## src/rtl/alu_arbiter.sv

```systemverilog
// Two-requester front end for a single shared ALU: round-robin grant, one operation
// in flight, result held on the owner's response channel until it is taken.
module alu_arbiter #(
    parameter int ALU_LATENCY = 1
) (
    input  logic        clk,
    input  logic        rst_n,
    input  logic        req0_valid,
    output logic        req0_ready,
    input  logic [80:0] req0_data,
    input  logic        req1_valid,
    output logic        req1_ready,
    input  logic [80:0] req1_data,
    output logic        rsp0_valid,
    input  logic        rsp0_ready,
    output logic        rsp1_valid,
    input  logic        rsp1_ready,
    output logic [31:0] rsp_result,
    output logic [31:0] alu_read_data_1,
    output logic [31:0] alu_read_data_2,
    output logic [4:0]  alu_shmat,
    output logic [5:0]  alu_opcode,
    output logic [5:0]  alu_functioncode,
    input  logic [31:0] alu_result
);

    localparam logic [1:0] IDLE = 2'd0;
    localparam logic [1:0] EXEC = 2'd1;
    localparam logic [1:0] RESP = 2'd2;
    localparam int CW = 2;

    typedef struct packed {
        logic [31:0] rd1;
        logic [31:0] rd2;
        logic [4:0]  shmat;
        logic [5:0]  opcode;
        logic [5:0]  funct;
    } alu_op_t;

    logic [1:0]    state;
    logic          last_grant;
    logic          owner;
    logic [CW-1:0] cnt;
    alu_op_t       op_q;
    logic [1:0]    req_vld;
    logic [1:0]    grant;
    logic [1:0]    rsp_rdy;
    alu_op_t       req_op;

    assign req_vld = {req1_valid, req0_valid};
    assign rsp_rdy = {rsp1_ready, rsp0_ready};

    // A tie goes to whichever requester did not win last time.
    always_comb begin
        grant = 2'b00;
        if (state == IDLE && rst_n) begin
            case (req_vld)
                2'b01:   grant = 2'b01;
                2'b10:   grant = 2'b10;
                2'b11:   grant = last_grant ? 2'b01 : 2'b10;
                default: grant = 2'b00;
            endcase
        end
    end

    assign req0_ready = grant[0];
    assign req1_ready = grant[1];
    assign req_op     = grant[1] ? alu_op_t'(req1_data) : alu_op_t'(req0_data);

    always_ff @(posedge clk) begin
        if (!rst_n) begin
            state      <= IDLE;
            last_grant <= 1'b1;
            owner      <= 1'b0;
            cnt        <= '0;
            op_q       <= '0;
            rsp_result <= '0;
        end else begin
            case (state)
                IDLE: begin
                    if (|grant) begin
                        op_q       <= req_op;
                        owner      <= grant[1];
                        last_grant <= grant[1];
                        cnt        <= CW'(ALU_LATENCY);
                        state      <= EXEC;
                    end
                end
                // Operands stay on the ALU for ALU_LATENCY+1 cycles; count reaches 0 on the last.
                EXEC: begin
                    if (cnt == '0) begin
                        rsp_result <= alu_result;
                        state      <= RESP;
                    end else begin
                        cnt <= cnt - 1'b1;
                    end
                end
                RESP: begin
                    if (rsp_rdy[owner]) state <= IDLE;
                end
                default: state <= IDLE;
            endcase
        end
    end

    assign rsp0_valid = (state == RESP) && !owner;
    assign rsp1_valid = (state == RESP) &&  owner;

    assign alu_read_data_1  = op_q.rd1;
    assign alu_read_data_2  = op_q.rd2;
    assign alu_shmat        = op_q.shmat;
    assign alu_opcode       = op_q.opcode;
    assign alu_functioncode = op_q.funct;

endmodule

```

## config.mk

```make
export PLATFORM = sky130hd
export DESIGN_NAME = alu_arbiter
export DESIGN_NICKNAME = d
export VERILOG_FILES = /design/src/rtl/alu_arbiter.sv
export SDC_FILE = /design/constraint.sdc
export NUM_CORES = 1
export LEC_CHECK = 0
export CAP_MARGIN = 15
export CORE_MARGIN = 3
export CORE_UTILIZATION = 38
export CTS_CLUSTER_SIZE = 25
export DETAILED_ROUTE_END_ITERATION = 8
export GPL_TIMING_DRIVEN = 0
export PLACE_DENSITY_LB_ADDON = 0.08
export SLEW_MARGIN = 20
export SYNTH_ARGS = -nofsm -noshare
export SYNTH_HDL_FRONTEND = slang
export SYNTH_SLANG_ARGS = --single-unit
```

## constraint.sdc

```tcl
create_clock -name clk -period 2.2 [get_ports clk]
set_clock_uncertainty 0.15 [all_clocks]
set_input_delay 0.22 -clock clk [delete_from_list [all_inputs] [get_ports clk]]
set_output_delay 0.22 -clock clk [all_outputs]
set_load 0.005 [all_outputs]
```

Word level (Yosys, flattened, before mapping)
Cells that the tools add are included.
Widths: inputs -> output; s select.
{"block": "totals", "register_bits": 119}
{"block": "op_classes", "addsub": 1, "order_cmp": 1, "n_eq_ne": 9, "n_mux": 12, "n_reduce_logical": 12}
{"cell": "$mux 81", "count": 1}
{"cell": "$mux 2", "count": 6}
{"cell": "$pmux 2 s3", "count": 2}
{"cell": "$eq 2x2->1 const B", "count": 3}
{"cell": "$ne 2x2->1 const B", "count": 3}
{"cell": "$reduce_and 3->1", "count": 2}
{"cell": "$eq 2x1->1 const B", "count": 2}
{"cell": "$logic_not 2->1", "count": 2}
{"cell": "$pmux 2 s2", "count": 1}
{"cell": "$reduce_and 2->1", "count": 2}
{"cell": "$logic_and 1x1->1", "count": 3}
{"cell": "$lt 1x2->1 const B", "count": 1}
{"cell": "$mux 1", "count": 2}
{"cell": "$ne 2x1->1 const B", "count": 1}
{"cell": "$reduce_bool 2->1", "count": 1}
{"cell": "$reduce_or 2->1", "count": 1}
{"cell": "$sub 2x1->2 const B", "count": 1}
{"cell": "$logic_not 1->1", "count": 1}

Longest topological paths before layout
Gate-level depths: netlist (run 1).
{"block": "depth", "depth_word": 6, "ltp_mapped": 7, "ltp_nobuf": 5}

Worst setup path after synthesis (run 1)
Ideal clock, no wire load.
{"block": "synth_timing", "kind": "register -> register", "startpoint": "register state[0]", "endpoint": "register op_q, in the netlist alu_read_data_1[23]", "setup_time_ns": 0.133, "arrival_ns": 1.245, "t_required_ns": 1.917, "path_slack_ns": 0.671, "path_stages_with_launch": 6, "n_path_buf": 2, "synth_period_minus_slack_ns": 1.529, "path_cell_list": "dfxtp_1 > or3b_1 > buf_2 > buf_2 > o21ai_1 > a311oi_1"}
{"block": "synth_between", "elab_chain_len": 5, "elab_cells_between_ends": 6, "cone_classes": "2 x mux; 4 x reduce/logical"}
{"item": "from (decl)", "line_no": "40", "text": "logic [1:0] state;"}
{"item": "from (signal assigned)", "line_no": "72", "text": "state <= IDLE;"}
{"item": "from (signal assigned)", "line_no": "86", "text": "state <= EXEC;"}
{"item": "from (signal assigned)", "line_no": "93", "text": "state <= RESP;"}
{"item": "$logic_not 2->1 *", "line_no": "56, 79"}
{"item": "$logic_and 1x1->1", "line_no": "56", "text": "if (state == IDLE && rst_n) begin"}
{"item": "$mux 2", "line_no": "56"}
{"item": "$reduce_or 2->1", "line_no": "81", "text": "if (|grant) begin"}
{"item": "$reduce_and 2->1 (no source line)"}
{"item": "to (signal assigned)", "line_no": "82", "text": "op_q <= req_op;"}
{"item": "to (decl)", "line_no": "44", "text": "alu_op_t op_q;"}
Mark *: on every way between the ends. The rest lies on a longest branch, timed or not.
A chain may end at the register's enable or synchronous reset.

Final worst setup path (run 1)
{"block": "layout_timing", "startpoint": "register state[0]", "endpoint": "output port req0_ready"}
{"block": "layout_between", "elab_chain_len": 3}
{"item": "$logic_not 2->1", "line_no": "56"}
{"item": "$logic_and 1x1->1", "line_no": "56"}
{"item": "$mux 2", "line_no": "56"}
{"item": "to (decl)", "line_no": "9", "text": "output logic req0_ready,"}
Every way passes these cells.

==> results of run 1 <==
==> per-layer routing <==
layer | vias up | GRT usage
li1 | 3126 | -
met1 | 2987 | 0.3178
met2 | 310 | 0.4402
met3 | 39 | 0.06861
met4 | 0 | 0.1083
met5 | - | 0
==> cells in the mapped netlist (all sizes together) <==
library cell and instances:
and3b 2, dfxtp 119, or2 1, buf 46, a21bo 1, nor3b 3
a311oi 81, a21oi 114, inv 6, nor2b 1, or3b 1, ha 1
nand2 66, o21ai 82, a21boi 1, mux2i 1, nand3 81, nand3b 2
o211a 1, clkbuf 36, a211oi 4, o21a 1, and2 1, o211ai 1
==> logic make-up after synthesis <==
group	count (synthesis)	synth area share
compound gates	286	0.3318
fa+ha+maj	1	0.002348
buf+inv	88	0.07656
flops	119	0.4472
mux	1	0.001879
simple gates	158	0.1402
==> cell type report <==
class                           instances  area share
Antenna cell                            1   0.0002662
Buffer                                 80     0.04152
Clock buffer                           19     0.04818
Clock inverter                         13     0.02143
Inverter                                6    0.002396
Multi-Input combinational cell        446      0.2699
Sequential cell                       119      0.2537
Tap cell                              176     0.02342
Timing Repair Buffer                  320      0.3392
==> how the worst max path moves through the flow <==
| stage | end | depth (start not counted) | start |
|---|---|---|---|
| after CTS | req1_ready | 5 | state[1]$_SDFFE_PN0P_ |
| after global placement | req1_ready | 7 | req1_valid |
| after global routing | req0_ready | 4 | state[0]$_SDFFE_PN0P_ |
| after detailed placement | req1_ready | 7 | req1_valid |
| final | req0_ready | 4 | state[0]$_SDFFE_PN0P_ |
| after floorplan | alu_read_data_1[23]$_SDFFE_PN0P_ | 5 | state[0]$_SDFFE_PN0P_ |
==> repair_timing <==
action,4_1_cts,5_1_grt
hold buffers,0,0
endpoints found under the setup margin,2,2
pin swaps,2,0
gates resized for setup,11,3
setup buffers,4,0
==> report_power, final <==
part	leakage, nW	switching [W]	internal (W)
combinational	1.96	0.000729	0.000900
sequential	0.980	0.000106	0.00235
clock	0.315	0.00100	0.00206
==> worst register-to-register path, stage by stage (launching register included) <==
cell and delay [ns]:
dfxtp_1 0.32, a21boi_1 0.16, buf_6 0.12, buf_4 0.24, clkbuf_1 0.42, nand3_1 0.15, a311oi_1 0.31
==> per-stage QoR <==
stage / hold slack (ns) / utilization / setup TNS (ns) / total power (W)
floorplan: 0.1589 / - / 0 / 0.003156
global placement: 0.2917 / 0.6475 / -4.563 / 0.004098
detailed placement: 0.2953 / 0.6475 / -6.704 / 0.004112
CTS: 0.1217 / 0.6984 / 0 / 0.007184
global route: 0.1543 / 0.6987 / 0 / 0.007446
finish: 0.1273 / 0.6988 / 0 / 0.007150
==> sequential cells by signal, indices dropped and copies added (netlist names) <==
name              count
owner                 1
alu_read_data_1      32
last_grant            1
alu_read_data_2      32
cnt                   2
rsp_result           32
alu_functioncode      6
state                 2
alu_shmat             5
alu_opcode            6
==> qor.yml, run 1 <==
layout:
  layout.filler_cells: 1137
  final_common_cell: "clkdlybuf4s50_1"
  areaGrowthSynthToFinish_pct: 76.47
  layout_common_cells: "clkdlybuf4s50_1 (313), dfxtp_1 (117), a21oi_1 (114)"
  finalNonFillerCells: 1180
  multi_input_area_mm2: 0.002537
  finalInstanceArea_mm2: 0.009402
  layout-drive-gt1-share: 0.07976
  regArea_mm2: 0.002385
  final_nets: 1191
placement:
  placer_s_final_routability_congestion_estimate: 0.8538
  placedCellCount: 1145
  postPlaceCellArea_mm2: 0.008711
  dp_slack_ns: -0.5701
  port_buffers: 316
  dp.final_hpwl_mm: 15.62
floorplan:
  floorplan.core_area_mm2: 0.01345
  initial_utilization: 0.3960
  die-width_um: 124.4
  die-area_mm2: 0.01548
  boundaryPins: 317
  fp-row-count: 42
  die-height_um: 124.4
sta:
  worst_slew_margin_rel: 0.6122
  tightestPinTransition_ns: 0.5817
  layout_worst_path_cycle_share: 0.9670
  report.final.setup_viol: 0
  max_freq_mhz: 470.1
  final_period_minus_worst_setup_slack_ns: 2.127
  finalHoldViolCount: 0
  worst_slack_ns: 0.07258
  unrepaired_setup_endpoints_after_global_routing: "no"
  timing.final.max_slew_violations: 0
drt:
  post_drt_via_cell_ratio: 5.476
  route.detailed.wl_per_inst_um: 18.12
  drt-met1-wl_mm: 8.464
  vias: 6462
  wl_met3_mm: 1.661
  post_drt_antenna_nets: 0
  drt_pass1_iterations: 4
  wire_length_after_detailed_routing_mm: 21.38
  detail_route.drc_violations: 0
  drtIter0Drc: 421
  top_layer: "met4"
  met2_wirelength_mm: 10.64
grt:
  first_global_vias: 6287
  antenna_found_initial: 0
  first_pass_grt_wire_length_mm: 33.06
  globalRoute.totalOverflow: 0
  pin_count_of_the_biggest_net_entering_global_routing: 19
  track_usage: 0.2620
setup_path:
  critical_path.endpoint_type: "output port"
  worstPathMaxFanout: 10
  timing.critical_path.required_ns: 1.83
  worst-setup-path-type: "register to output port"
  cpPeakStageDelay_ns: 0.38
  regToRegStartpoint: "last_grant$_SDFFE_PN1P_"
  r2r_cells: 6
  regToRegSetupSlack_ns: 0.22
  path_cells: "or3b_1 > buf_4 > a211oi_2 > buf_2"
  top_family_by_delay_on_critical_path: "simple AND/OR/NAND/NOR gates"
  worst_setup_path_start_kind: "register"
  path_buf_inv: 2
  critical_path_arrival_ns: 1.76
  worstReg2RegEnd: "alu_read_data_2[19]$_SDFFE_PN0P_"
  critical-path-slowest-cell: "or3b_1"
job:
  drv_cap: 0
clock_network:
  cts-root-buf: "clkbuf_16"
  cts-buffers-inserted: 17
  path_clk_slew_ns: 0.05
  cts_buffer_depth: 2
  clock_sinks: 119
  cts_tree: "built"
  clock_latency_ns: 0.41
  h_tree_level_count: 4
run_status:
  outcome: "complete, no violations"
logic_synthesis:
  synth_top_cell_area_share: 0.4472
  yosysSeqAreaShare: 0.4472
  post_synthesis_net_count: 854
  post_synth_inst_count: 653
  synthDistinctLibCells: 31
  synth_top_cells_by_area: "dfxtp_1 (45%), a311oi_1 (13%), a21oi_1 (11%), o21ai_1 (7.7%), nand3_1 (7.6%)"
  syn-cell-area_mm2: 0.005328
  synth_top_cell_by_area: "dfxtp_1"
  synth-seq-cells: 119
  synthesis.area_per_instance_um2: 8.159
  synthesis_warning_total: 0
pwr:
  peakVddDrop_mv: 0.4979
  static-leakage-power_nw: 3.254
  cellPowerDensity_mw_per_mm2: 760.5
min_path:
  timing.hold.worst_endpoint: "last_grant$_SDFFE_PN1P_"
  hold_depth: 2
  holdCritPathClass: "input pin to register"
  worstHoldStart: "rst_n"
Power figures use the tool's default switching activity.
==> run 2: changes to the inputs <==
- GPL_ROUTABILITY_DRIVEN: not set -> 0
- GPL_TIMING_DRIVEN: 0 -> not set
- MAX_ROUTING_LAYER: not set -> met4
==> run 2 against run 1 <==
Combinational power about the same; via count decreased by 1.3%; first-iteration DRC count increased by 34%; critical path type is now register to register.
==> qor.yml, run 2 (same netlist as run 1, synthesis figures left out) <==
run_status:
  outcome: "complete, no violations"
clock_network:
  path_clk_slew_ns: 0.05  # about the same
  hold_buffers: 0  # unchanged
  cts_tree: "built"
  clock_latency_ns: 0.41  # about the same
  cts-root-buf: "clkbuf_16"
  h_tree_level_count: 4  # unchanged
  cts-buffers-inserted: 17  # unchanged
  cts_buffer_depth: 2  # unchanged
  clock_sinks: 119  # unchanged
setup_path:
  timing.critical_path.required_ns: 2.36  # +0.53 ns
  worst_setup_path_start_kind: "register"
  top_family_by_delay_on_critical_path: "buffers and inverters"
  r2r_cells: 4  # -2
  critical_path_arrival_ns: 2.24  # +0.48 ns
  regToRegSetupSlack_ns: 0.12  # -0.10 ns
  regToRegStartpoint: "state[0]$_SDFFE_PN0P_"
  cpPeakStageDelay_ns: 0.66  # +0.28 ns
  worst-setup-path-type: "register to register"
  critical-path-slowest-cell: "buf_4"
  critical_path.endpoint_type: "register"
  worstPathMaxFanout: 81  # +71
  path_cells: "or3b_4 > buf_4 > o21ai_1 > a311oi_1"
  path_buf_inv: 1  # -1
  worstReg2RegEnd: "alu_read_data_1[25]$_SDFFE_PN0P_"
grt:
  first_pass_grt_wire_length_mm: 33.02  # -0.10%
  globalRoute.totalOverflow: 0  # unchanged
  pin_count_of_the_biggest_net_entering_global_routing: 82  # +63
  first_global_vias: 6441  # +2.4%
  antenna_found_initial: 0  # unchanged
  track_usage: 0.2670  # +0.004996
floorplan:
  initial_utilization: 0.3960  # unchanged
  boundaryPins: 317  # unchanged
  fp-row-count: 42  # unchanged
  die-width_um: 124.4  # unchanged
  die-height_um: 124.4  # unchanged
  die-area_mm2: 0.01548  # unchanged
  floorplan.core_area_mm2: 0.01345  # unchanged
layout:
  finalInstanceArea_mm2: 0.009284  # -1.3%
  final_util: 0.6901  # -0.008743
  finalNonFillerCells: 1120  # -5.1%
  layout.filler_cells: 1102  # -3.1%
  final_nets: 1132  # -5.0%
  layout_common_cells: "clkdlybuf4s50_1 (314), dfxtp_1 (117), a21oi_1 (114)"
  areaGrowthSynthToFinish_pct: 74.26
  insertedDiodeCount: 0  # -1
  final_common_cell: "clkdlybuf4s50_1"
  regArea_mm2: 0.002385  # unchanged
  layout-drive-gt1-share: 0.06992  # -0.009845
  multi_input_area_mm2: 0.002556  # +0.74%
placement:
  dp_slack_ns: -0.1585  # +0.4115 ns
  placedCellCount: 1086  # -5.2%
  postPlaceCellArea_mm2: 0.008627  # -0.96%
  port_buffers: 316  # unchanged
  dp.final_hpwl_mm: 14.25  # -8.8%
drt:
  post_drt_antenna_nets: 0  # unchanged
  detail_route.drc_violations: 0  # unchanged
  post_drt_via_cell_ratio: 5.696  # +4.0%
  drt_pass1_iterations: 5  # +1
  vias: 6379  # -1.3%
  wire_length_after_detailed_routing_mm: 20.92  # -2.1%
  drtIter0Drc: 564  # +34%
  route.detailed.wl_per_inst_um: 18.68  # +3.1%
sta:
  worst_slack_ns: 0.1155  # +0.04294 ns
  whs_ns: 0.2098  # +0.08255 ns
  report.final.setup_viol: 0  # unchanged
  finalHoldViolCount: 0  # unchanged
  tightestPinTransition_ns: 0.9049  # +0.3232 ns
  worst_slew_margin_rel: 0.3967  # -0.2155
  layout_worst_path_cycle_share: 0.9475  # -0.01952
  final_period_minus_worst_setup_slack_ns: 2.084  # -0.04294 ns
  timing.final.max_slew_violations: 0  # unchanged
  unrepaired_setup_endpoints_after_global_routing: "no"
  max_freq_mhz: 479.7  # +2.1%
pwr:
  static-leakage-power_nw: 3.177  # -2.4%
  peakVddDrop_mv: 0.5426  # +9.0%
  cellPowerDensity_mw_per_mm2: 759.5  # -0.13%
min_path:
  timing.hold.worst_endpoint: "rsp_result[11]$_SDFFE_PN0P_"
  worstHoldStart: "alu_result[11]"
  hold_depth: 3  # +1
  holdCritPathClass: "input pin to register"
job:
  drv_cap: 0  # unchanged
run 2: per-layer routing:
| metal | global-route usage | part of all wire | vias to the layer above |
|---|---|---|---|
| met2 | 0.4577 | 0.51 | 277 |
| li1 | - | - | 3006 |
| met5 | - | 0 | - |
| met1 | 0.2918 | 0.39 | 3051 |
| met4 | 0.1090 | 0.033 | 0 |
| met3 | 0.07504 | 0.073 | 45 |
run 2: layout make-up:
| type | instances | share of cell area |
|---|---|---|
| Timing Repair Buffer | 341 | 0.3732 |
| Sequential cell | 119 | 0.2569 |
| Multi-Input combinational cell | 446 | 0.2753 |
| Clock inverter | 8 | 0.01536 |
| Clock buffer | 24 | 0.05297 |
| Inverter | 6 | 0.002561 |
| Tap cell | 176 | 0.02372 |
run 2: repair_timing:
item | in CTS | in global routing
setup buffers | 0 | 2
gates resized for setup | 4 | 1
endpoints found under the setup margin | 2 | 1
cloned | 0 | 0
pin swaps | 0 | 0
run 2: worst register-to-register path, cell delays in order (launching register included):
cell and delay, ns:
dfxtp_2 0.42, or3b_4 0.17, buf_4 0.66, o21ai_1 0.26, a311oi_1 0.32
run 2: worst max-delay path by stage:
stage | to | depth (start not counted) | start | slack [ns]
2_1_floorplan | alu_read_data_1[23]$_SDFFE_PN0P_ | 5 | state[0]$_SDFFE_PN0P_ | 0.67
3_3_place_gp | alu_read_data_2[9]$_SDFFE_PN0P_ | 5 | rst_n | -0.07
3_5_place_dp | alu_read_data_1[25]$_SDFFE_PN0P_ | 5 | rst_n | -0.16
4_1_cts | req1_ready | 6 | rst_n | 0.02
5_1_grt | alu_read_data_2[30]$_SDFFE_PN0P_ | 4 | state[0]$_SDFFE_PN0P_ | 0.008
6_report | alu_read_data_1[25]$_SDFFE_PN0P_ | 4 | state[0]$_SDFFE_PN0P_ | 0.12
run 2: report_power, final:
part	internal, W	total (W)	switching [W]
logic	0.000900	0.00160	0.000701
registers	0.00235	0.00246	0.000109
clock network	0.00201	0.00299	0.000979
total	0.00526	0.00705	0.00179
run 2: metrics by stage:
| stage | TNS [ns] | power (W) |
|---|---|---|
| after floorplan | 0 | 0.003156 |
| after global placement | -2.425 | 0.004055 |
| after detailed placement | -5.758 | 0.004094 |
| after CTS | 0 | 0.007079 |
| after global routing | 0 | 0.007334 |
| final | 0 | 0.007051 |
